--- config.mk ---
export PLATFORM = sky130hd
export DESIGN_NAME = multicycle_control_unit
export DESIGN_NICKNAME = d
export VERILOG_FILES = /design/src/rtl/multicycle_control_unit.sv
export SDC_FILE = /design/constraint.sdc
export NUM_CORES = 1
export LEC_CHECK = 0
export ABC_AREA = 1
export BUFFER_PORTS_ARGS = -buffer_cell sky130_fd_sc_hd__buf_4
export CAP_MARGIN = 10
export CORE_MARGIN = 4
export CORE_UTILIZATION = 35
export DETAILED_ROUTE_END_ITERATION = 10
export GPL_TIMING_DRIVEN = 0
export SLEW_MARGIN = 30
export SYNTH_ARGS = -nofsm -noshare
export SYNTH_HDL_FRONTEND = slang
export SYNTH_SLANG_ARGS = --single-unit
--- constraint.sdc ---
create_clock -name clk -period 2.6 [get_ports clk]
set_input_delay 0.78 -clock clk [delete_from_list [all_inputs] [get_ports clk]]
set_output_delay 0.78 -clock clk [all_outputs]
set_load 0.01 [all_outputs]
--- src/rtl/multicycle_control_unit.sv ---
// Multicycle RV32I control unit: FETCH/DECODE/EXEC/MEM/WB sequencer with memory-wait timeout and illegal-opcode trap.
// Optional performance counters (CycleCnt, InstRet) are built when MCU_PERF_COUNTERS_EN is defined.
module multicycle_control_unit #(
  parameter int MEM_WAIT_MAX = 15,
  parameter bit ILLEGAL_TRAP = 1'b1
) (
  input  logic        clk,
  input  logic        rst_n,
  input  logic [6:0]  OpCode,
  input  logic [2:0]  F3,
  input  logic [6:0]  F7,
  input  logic        BrTaken,
  input  logic        MemReady,
  output logic        IMReq,
  output logic        IRWr,
  output logic        PCWr,
  output logic [2:0]  ImmSrc,
  output logic        ALUASrc,
  output logic        ALUBSrc,
  output logic [3:0]  ALUOp,
  output logic        DMRd,
  output logic        DMWr,
  output logic [2:0]  DMCtrl,
  output logic [1:0]  RUDataWrSrc,
  output logic        RUWr,
  output logic [4:0]  BrOp,
  output logic        Illegal,
  output logic        Timeout,
  output logic [2:0]  State
`ifdef MCU_PERF_COUNTERS_EN
  ,
  output logic [31:0] CycleCnt,
  output logic [31:0] InstRet
`endif
);

  localparam int CNT_W = $clog2(MEM_WAIT_MAX + 1);
  localparam logic [CNT_W-1:0] CNT_LAST = CNT_W'(MEM_WAIT_MAX - 1);

  localparam logic [6:0] OP_R     = 7'b0110011;
  localparam logic [6:0] OP_I     = 7'b0010011;
  localparam logic [6:0] OP_LD    = 7'b0000011;
  localparam logic [6:0] OP_ST    = 7'b0100011;
  localparam logic [6:0] OP_B     = 7'b1100011;
  localparam logic [6:0] OP_JAL   = 7'b1101111;
  localparam logic [6:0] OP_JALR  = 7'b1100111;
  localparam logic [6:0] OP_LUI   = 7'b0110111;
  localparam logic [6:0] OP_AUIPC = 7'b0010111;

  typedef enum logic [2:0] {
    S_FETCH  = 3'd0,
    S_DECODE = 3'd1,
    S_EXEC   = 3'd2,
    S_MEM    = 3'd3,
    S_WB     = 3'd4,
    S_TRAP   = 3'd7
  } state_e;

  typedef enum logic [3:0] {
    K_R, K_I, K_LD, K_ST, K_B, K_JAL, K_JALR, K_LUI, K_AUIPC, K_BAD
  } kind_e;

  function automatic kind_e classify(input logic [6:0] op);
    kind_e k;
    case (op)
      OP_R:     k = K_R;
      OP_I:     k = K_I;
      OP_LD:    k = K_LD;
      OP_ST:    k = K_ST;
      OP_B:     k = K_B;
      OP_JAL:   k = K_JAL;
      OP_JALR:  k = K_JALR;
      OP_LUI:   k = K_LUI;
      OP_AUIPC: k = K_AUIPC;
      default:  k = K_BAD;
    endcase
    return k;
  endfunction

  state_e           state_q, state_d;
  logic [CNT_W-1:0] cnt_q, cnt_d;
  logic             illegal_q, illegal_d;
  logic             timeout_q, timeout_d;
  logic [6:0]       op_q, op_d;
  logic [2:0]       f3_q, f3_d;
  logic             f7b5_q, f7b5_d;

  kind_e kind_in, kind_q;

  logic       imreq_c, irwr_c, pcwr_c, alua_c, alub_c;
  logic       dmrd_c, dmwr_c, ruwr_c;
  logic [2:0] immsrc_c, dmctrl_c;
  logic [3:0] aluop_c;
  logic [1:0] rusrc_c;
  logic [4:0] brop_c;

  // BrTaken and the remaining F7 bits steer the datapath PC mux / ALU, not the sequencing.
  logic unused_inputs;
  assign unused_inputs = ^{BrTaken, F7[6], F7[4:0]};

  always_comb begin
    state_d   = state_q;
    cnt_d     = cnt_q;
    illegal_d = illegal_q;
    timeout_d = timeout_q;
    op_d      = op_q;
    f3_d      = f3_q;
    f7b5_d    = f7b5_q;
    imreq_c   = 1'b0;
    irwr_c    = 1'b0;
    pcwr_c    = 1'b0;
    alua_c    = 1'b0;
    alub_c    = 1'b0;
    dmrd_c    = 1'b0;
    dmwr_c    = 1'b0;
    ruwr_c    = 1'b0;
    immsrc_c  = 3'b000;
    dmctrl_c  = 3'b000;
    aluop_c   = 4'b0000;
    rusrc_c   = 2'b00;
    brop_c    = 5'b00000;
    kind_in   = classify(OpCode);
    kind_q    = classify(op_q);

    case (state_q)
      S_FETCH: begin
        imreq_c = 1'b1;
        if (MemReady) begin
          irwr_c  = 1'b1;
          state_d = S_DECODE;
        end else if (cnt_q == CNT_LAST) begin
          state_d   = S_TRAP;
          timeout_d = 1'b1;
        end else begin
          cnt_d = cnt_q + 1'b1;
        end
      end

      S_DECODE: begin
        op_d   = OpCode;
        f3_d   = F3;
        f7b5_d = F7[5];
        if (kind_in != K_BAD) begin
          state_d = S_EXEC;
        end else if (ILLEGAL_TRAP) begin
          state_d   = S_TRAP;
          illegal_d = 1'b1;
        end else begin
          pcwr_c  = 1'b1;
          state_d = S_FETCH;
        end
      end

      S_EXEC: begin
        state_d = S_WB;
        case (kind_q)
          K_R: aluop_c = {f7b5_q, f3_q};
          K_I: begin
            alub_c  = 1'b1;
            aluop_c = (f3_q == 3'b101) ? {f7b5_q, f3_q} : {1'b0, f3_q};
          end
          K_LD: begin
            alub_c  = 1'b1;
            state_d = S_MEM;
          end
          K_ST: begin
            alub_c   = 1'b1;
            immsrc_c = 3'b001;
            state_d  = S_MEM;
          end
          K_JALR: begin
            alub_c = 1'b1;
            brop_c = 5'b10000;
          end
          K_B: begin
            alua_c   = 1'b1;
            alub_c   = 1'b1;
            immsrc_c = 3'b101;
            brop_c   = {2'b01, f3_q};
            pcwr_c   = 1'b1;
            state_d  = S_FETCH;
          end
          K_JAL: begin
            alua_c   = 1'b1;
            alub_c   = 1'b1;
            immsrc_c = 3'b010;
            brop_c   = 5'b10000;
          end
          K_AUIPC: begin
            alua_c   = 1'b1;
            alub_c   = 1'b1;
            immsrc_c = 3'b010;
          end
          K_LUI: begin
            alub_c   = 1'b1;
            immsrc_c = 3'b010;
            aluop_c  = 4'b1111;
          end
          default: state_d = S_TRAP;
        endcase
      end

      S_MEM: begin
        dmrd_c   = (kind_q == K_LD);
        dmwr_c   = (kind_q == K_ST);
        dmctrl_c = f3_q;
        if (MemReady) begin
          if (kind_q == K_ST) begin
            pcwr_c  = 1'b1;
            state_d = S_FETCH;
          end else begin
            state_d = S_WB;
          end
        end else if (cnt_q == CNT_LAST) begin
          state_d   = S_TRAP;
          timeout_d = 1'b1;
        end else begin
          cnt_d = cnt_q + 1'b1;
        end
      end

      S_WB: begin
        ruwr_c  = 1'b1;
        pcwr_c  = 1'b1;
        state_d = S_FETCH;
        if (kind_q == K_LD) begin
          rusrc_c = 2'b01;
        end else if (kind_q == K_JAL || kind_q == K_JALR) begin
          rusrc_c = 2'b10;
          brop_c  = 5'b10000;
        end
      end

      S_TRAP: state_d = S_TRAP;

      default: state_d = S_TRAP;
    endcase

    // The wait budget restarts whenever a new request phase begins.
    if (state_d != state_q && (state_d == S_FETCH || state_d == S_MEM)) begin
      cnt_d = '0;
    end
  end

  always_ff @(posedge clk) begin
    if (!rst_n) begin
      state_q   <= S_FETCH;
      cnt_q     <= '0;
      illegal_q <= 1'b0;
      timeout_q <= 1'b0;
    end else begin
      state_q   <= state_d;
      cnt_q     <= cnt_d;
      illegal_q <= illegal_d;
      timeout_q <= timeout_d;
    end
  end

  always_ff @(posedge clk) begin
    op_q   <= op_d;
    f3_q   <= f3_d;
    f7b5_q <= f7b5_d;
  end

  always_comb begin
    IMReq       = rst_n & imreq_c;
    IRWr        = rst_n & irwr_c;
    PCWr        = rst_n & pcwr_c;
    ImmSrc      = rst_n ? immsrc_c : 3'b000;
    ALUASrc     = rst_n & alua_c;
    ALUBSrc     = rst_n & alub_c;
    ALUOp       = rst_n ? aluop_c : 4'b0000;
    DMRd        = rst_n & dmrd_c;
    DMWr        = rst_n & dmwr_c;
    DMCtrl      = rst_n ? dmctrl_c : 3'b000;
    RUDataWrSrc = rst_n ? rusrc_c : 2'b00;
    RUWr        = rst_n & ruwr_c;
    BrOp        = rst_n ? brop_c : 5'b00000;
    Illegal     = rst_n & illegal_q;
    Timeout     = rst_n & timeout_q;
    State       = rst_n ? state_q : S_FETCH;
  end

`ifdef MCU_PERF_COUNTERS_EN
  logic [31:0] cyc_q, cyc_d, ret_q, ret_d;

  always_comb begin
    cyc_d = cyc_q + ((state_q != S_TRAP) ? 32'd1 : 32'd0);
    ret_d = ret_q + (pcwr_c ? 32'd1 : 32'd0);
  end

  always_ff @(posedge clk) begin
    if (!rst_n) begin
      cyc_q <= 32'd0;
      ret_q <= 32'd0;
    end else begin
      cyc_q <= cyc_d;
      ret_q <= ret_d;
    end
  end

  assign CycleCnt = rst_n ? cyc_q : 32'd0;
  assign InstRet  = rst_n ? ret_q : 32'd0;
`endif

endmodule

==> metrics.cfg <==
[floorplanning]
core_area_um2 = 3690
rows = 22
die_h_um = 69.9
io_pins = 51
die_area_um2 = 4890
die_w_um = 69.9
initial_core_util_pct = 36.4

[place]
io_buffer_count = 42
place_area_um2 = 1730
dp_hpwl_um = 2390
gp_congestion = 0.833

[yosys]
yosys_warnings = 0
synth_cell_type_count = 30
synthesis.nets = 218
yosysSeqAreaShare_pct = 38.0
syn_inst = 195
syn_area_per_cell_um2 = 6.88
synthesis.area_um2 = 1340
ys_ff_latch = 20

[clock_network]
cts_tree = built
clk_pin_slew_ns = 0.07
clock_sinks = 20
root_buffer = clkbuf_8
clock_latency_ns = 0.25
cts_buffers = 3
clockBufferDepth = 2
htree_levels = 1

[timing]
min_period_ns = 2.49
finalHoldViolCount = 0
setup-violations-final = 0
fmax_mhz = 402
post-route-period-util_pct = 95.8
worst_slew_pin_slew_ns = 0.335
clock_skew_ns = 0.00390
relSlewSlack_pct = 77.7
holdWs_ns = 0.444
slew_violations = 0

[finish]
n_fill_cell = 400
nets = 267
n_antenna_cell = 0
postLayoutCellArea_um2 = 1830
drive_gt1_share_pct = 33.7
synthToLayoutAreaGrowth_pct = 36.3

[drt]
via_per_inst = 4.49
drc_errors = 0
wirelength_um = 2930
first_pass_iters = 4
drtAntennaViolNets = 0
wire_per_inst_um = 10.1
drt_iter0_markers = 66
routed-via-count = 1306

[worst_setup_path]
critPathMaxFanout = 9
critPathLaunchType = primary input
end_kind = output port
path_class = primary input to output port
startpoint = rst_n
r2r-start = op_q[1]
required_ns = 1.82
arrival_ns = 1.71

[global_route]
grt.busiest_layer = met2
grt_start_max_net_pins = 12
use_met3_pct = 2.16
grt_pass1_vias = 1083
grt_use_total_pct = 11.4
grt_pass1_wl_um = 4750
antenna_found_initial = 0
gr-usage-met2_pct = 17.4
use_met1_pct = 16.6
grt_overflow = 0

[worst_hold_path]
hold_class = flop to flop
hold_start = timeout_q

[outcome]
outcome = complete, no violations

[power]
power_density_nw_per_um2 = 735
leakagePower_nw = 0.899
irDropWorstVdd_mv = 0.319

[flow_run]
drv_cap = 0

==> kinds of logic after synthesis <==
family / synth area share, %
flops: 38.0
compound gates: 11.7
buf+inv: 12.1
fa+ha+maj: 1.86
simple gates: 34.4
xor+xnor: 1.96
==> layout make-up <==
| cell class | instances | area (um2) | share of cell area [%] |
|---|---|---|---|
| multi-input combinational | 132 | 709 | 38.8 |
| clock buffer | 3 | 41.3 | 2.26 |
| inverter | 42 | 163 | 8.89 |
| timing repair buffer | 44 | 330 | 18.0 |
| buffer | 1 | 7.51 | 0.410 |
| sequential | 20 | 515 | 28.2 |
| tap | 48 | 60.1 | 3.28 |
| clock inverter | 1 | 3.75 | 0.205 |
==> repair_timing <==
item | CTS | global route
hold buffers | 0 | 0
endpoints found under the setup margin | 13 | 9
setup buffers | 0 | 1
resized for setup | 3 | 13
hold endpoints to repair | 0 | 0
==> cells in the final DEF (no fill, tap or decap), drive strengths merged, types with 2 or more instances in the layout <==
master  count
o21ai       4
ha          2
clkinv      2
nor2       38
nand4       3
clkbuf      4
inv        41
xor2        2
buf        44
nor3        6
nand2      45
dfxtp       9
edfxtp     11
a21oi      17
nand3      10
==> synthesized netlist by cell type <==
library cell	count	area [um2]
a2111oi_0	1	8.76
nand2_2	4	25.0
clkinv_1	1	3.75
nor3_1	5	25.0
o311ai_0	1	8.76
nor2_4	2	22.5
o211ai_1	1	7.51
nand3_2	1	10.0
a21oi_4	1	16.3
o21bai_1	1	7.51
nand4_1	2	12.5
nand3_1	9	45.0
dfxtp_1	9	180
inv_1	33	124
o21ai_2	1	8.76
nor2_1	32	120
xnor2_1	1	8.76
nand2_1	41	154
ha_1	2	25.0
a21oi_1	15	75.1
edfxtp_1	11	330
nand4_2	1	12.5
nor3_2	1	10.0
buf_2	1	5.00
inv_2	8	30.0
a21oi_2	1	8.76
o21ai_0	2	10.0
nor2_2	4	25.0
xor2_1	2	17.5
o21ai_1	1	5.00
==> report_power, final <==
part	internal, mW	switching, mW
logic	0.228	0.402
clock network	0.105	0.0938
registers	0.432	0.0845
==> critical path, stage by stage <==
cell and delay [ns]:
clkbuf_4 0.17, clkinv_4 0.12, nor2_4 0.13, inv_2 0.08, nor2_2 0.12, inv_2 0.05, a21oi_1 0.11, buf_4 0.14
==> metal layers <==
metal / share of wire, % / vias to the layer above
li1: - / 712
met1: 50 / 564
met2: 44 / 28
met3: 5.6 / 2
met4: 0.48 / 0
met5: 0 / -
==> through the flow <==
stage	setup TNS [ns]	total power, mW	setup WS [ns]	cells	utilization (%)
finish	0	1.34	0.109	291	49.6
global route	-0.0952	1.47	-0.0408	291	49.6
CTS	0	1.33	0.0148	290	48.3
detailed placement	-1.94	1.13	-0.234	286	46.9
global placement	-2.57	1.12	-0.246	285	46.6
floorplan	0	0.947	0.00541	195	-
==> path summary, 6_finish.rpt <==
path | cells past startpoint | endpoint | slack [ns]
worst min register to register | 2 | timeout_q | 0.44
worst max register to register | 10 | cnt_q[1] | 0.88
worst max-delay path | 8 | ALUOp[1] | 0.11
worst min-delay path | 2 | timeout_q | 0.44
==> state kept, by name (all words and copies together) (netlist names) <==
signal and cells:
state_q 3, illegal_q 1, op_q 7, cnt_q 4
f3_q 3, f7b5_q 1, timeout_q 1
Note: power is estimated with default switching activity, not from simulation.
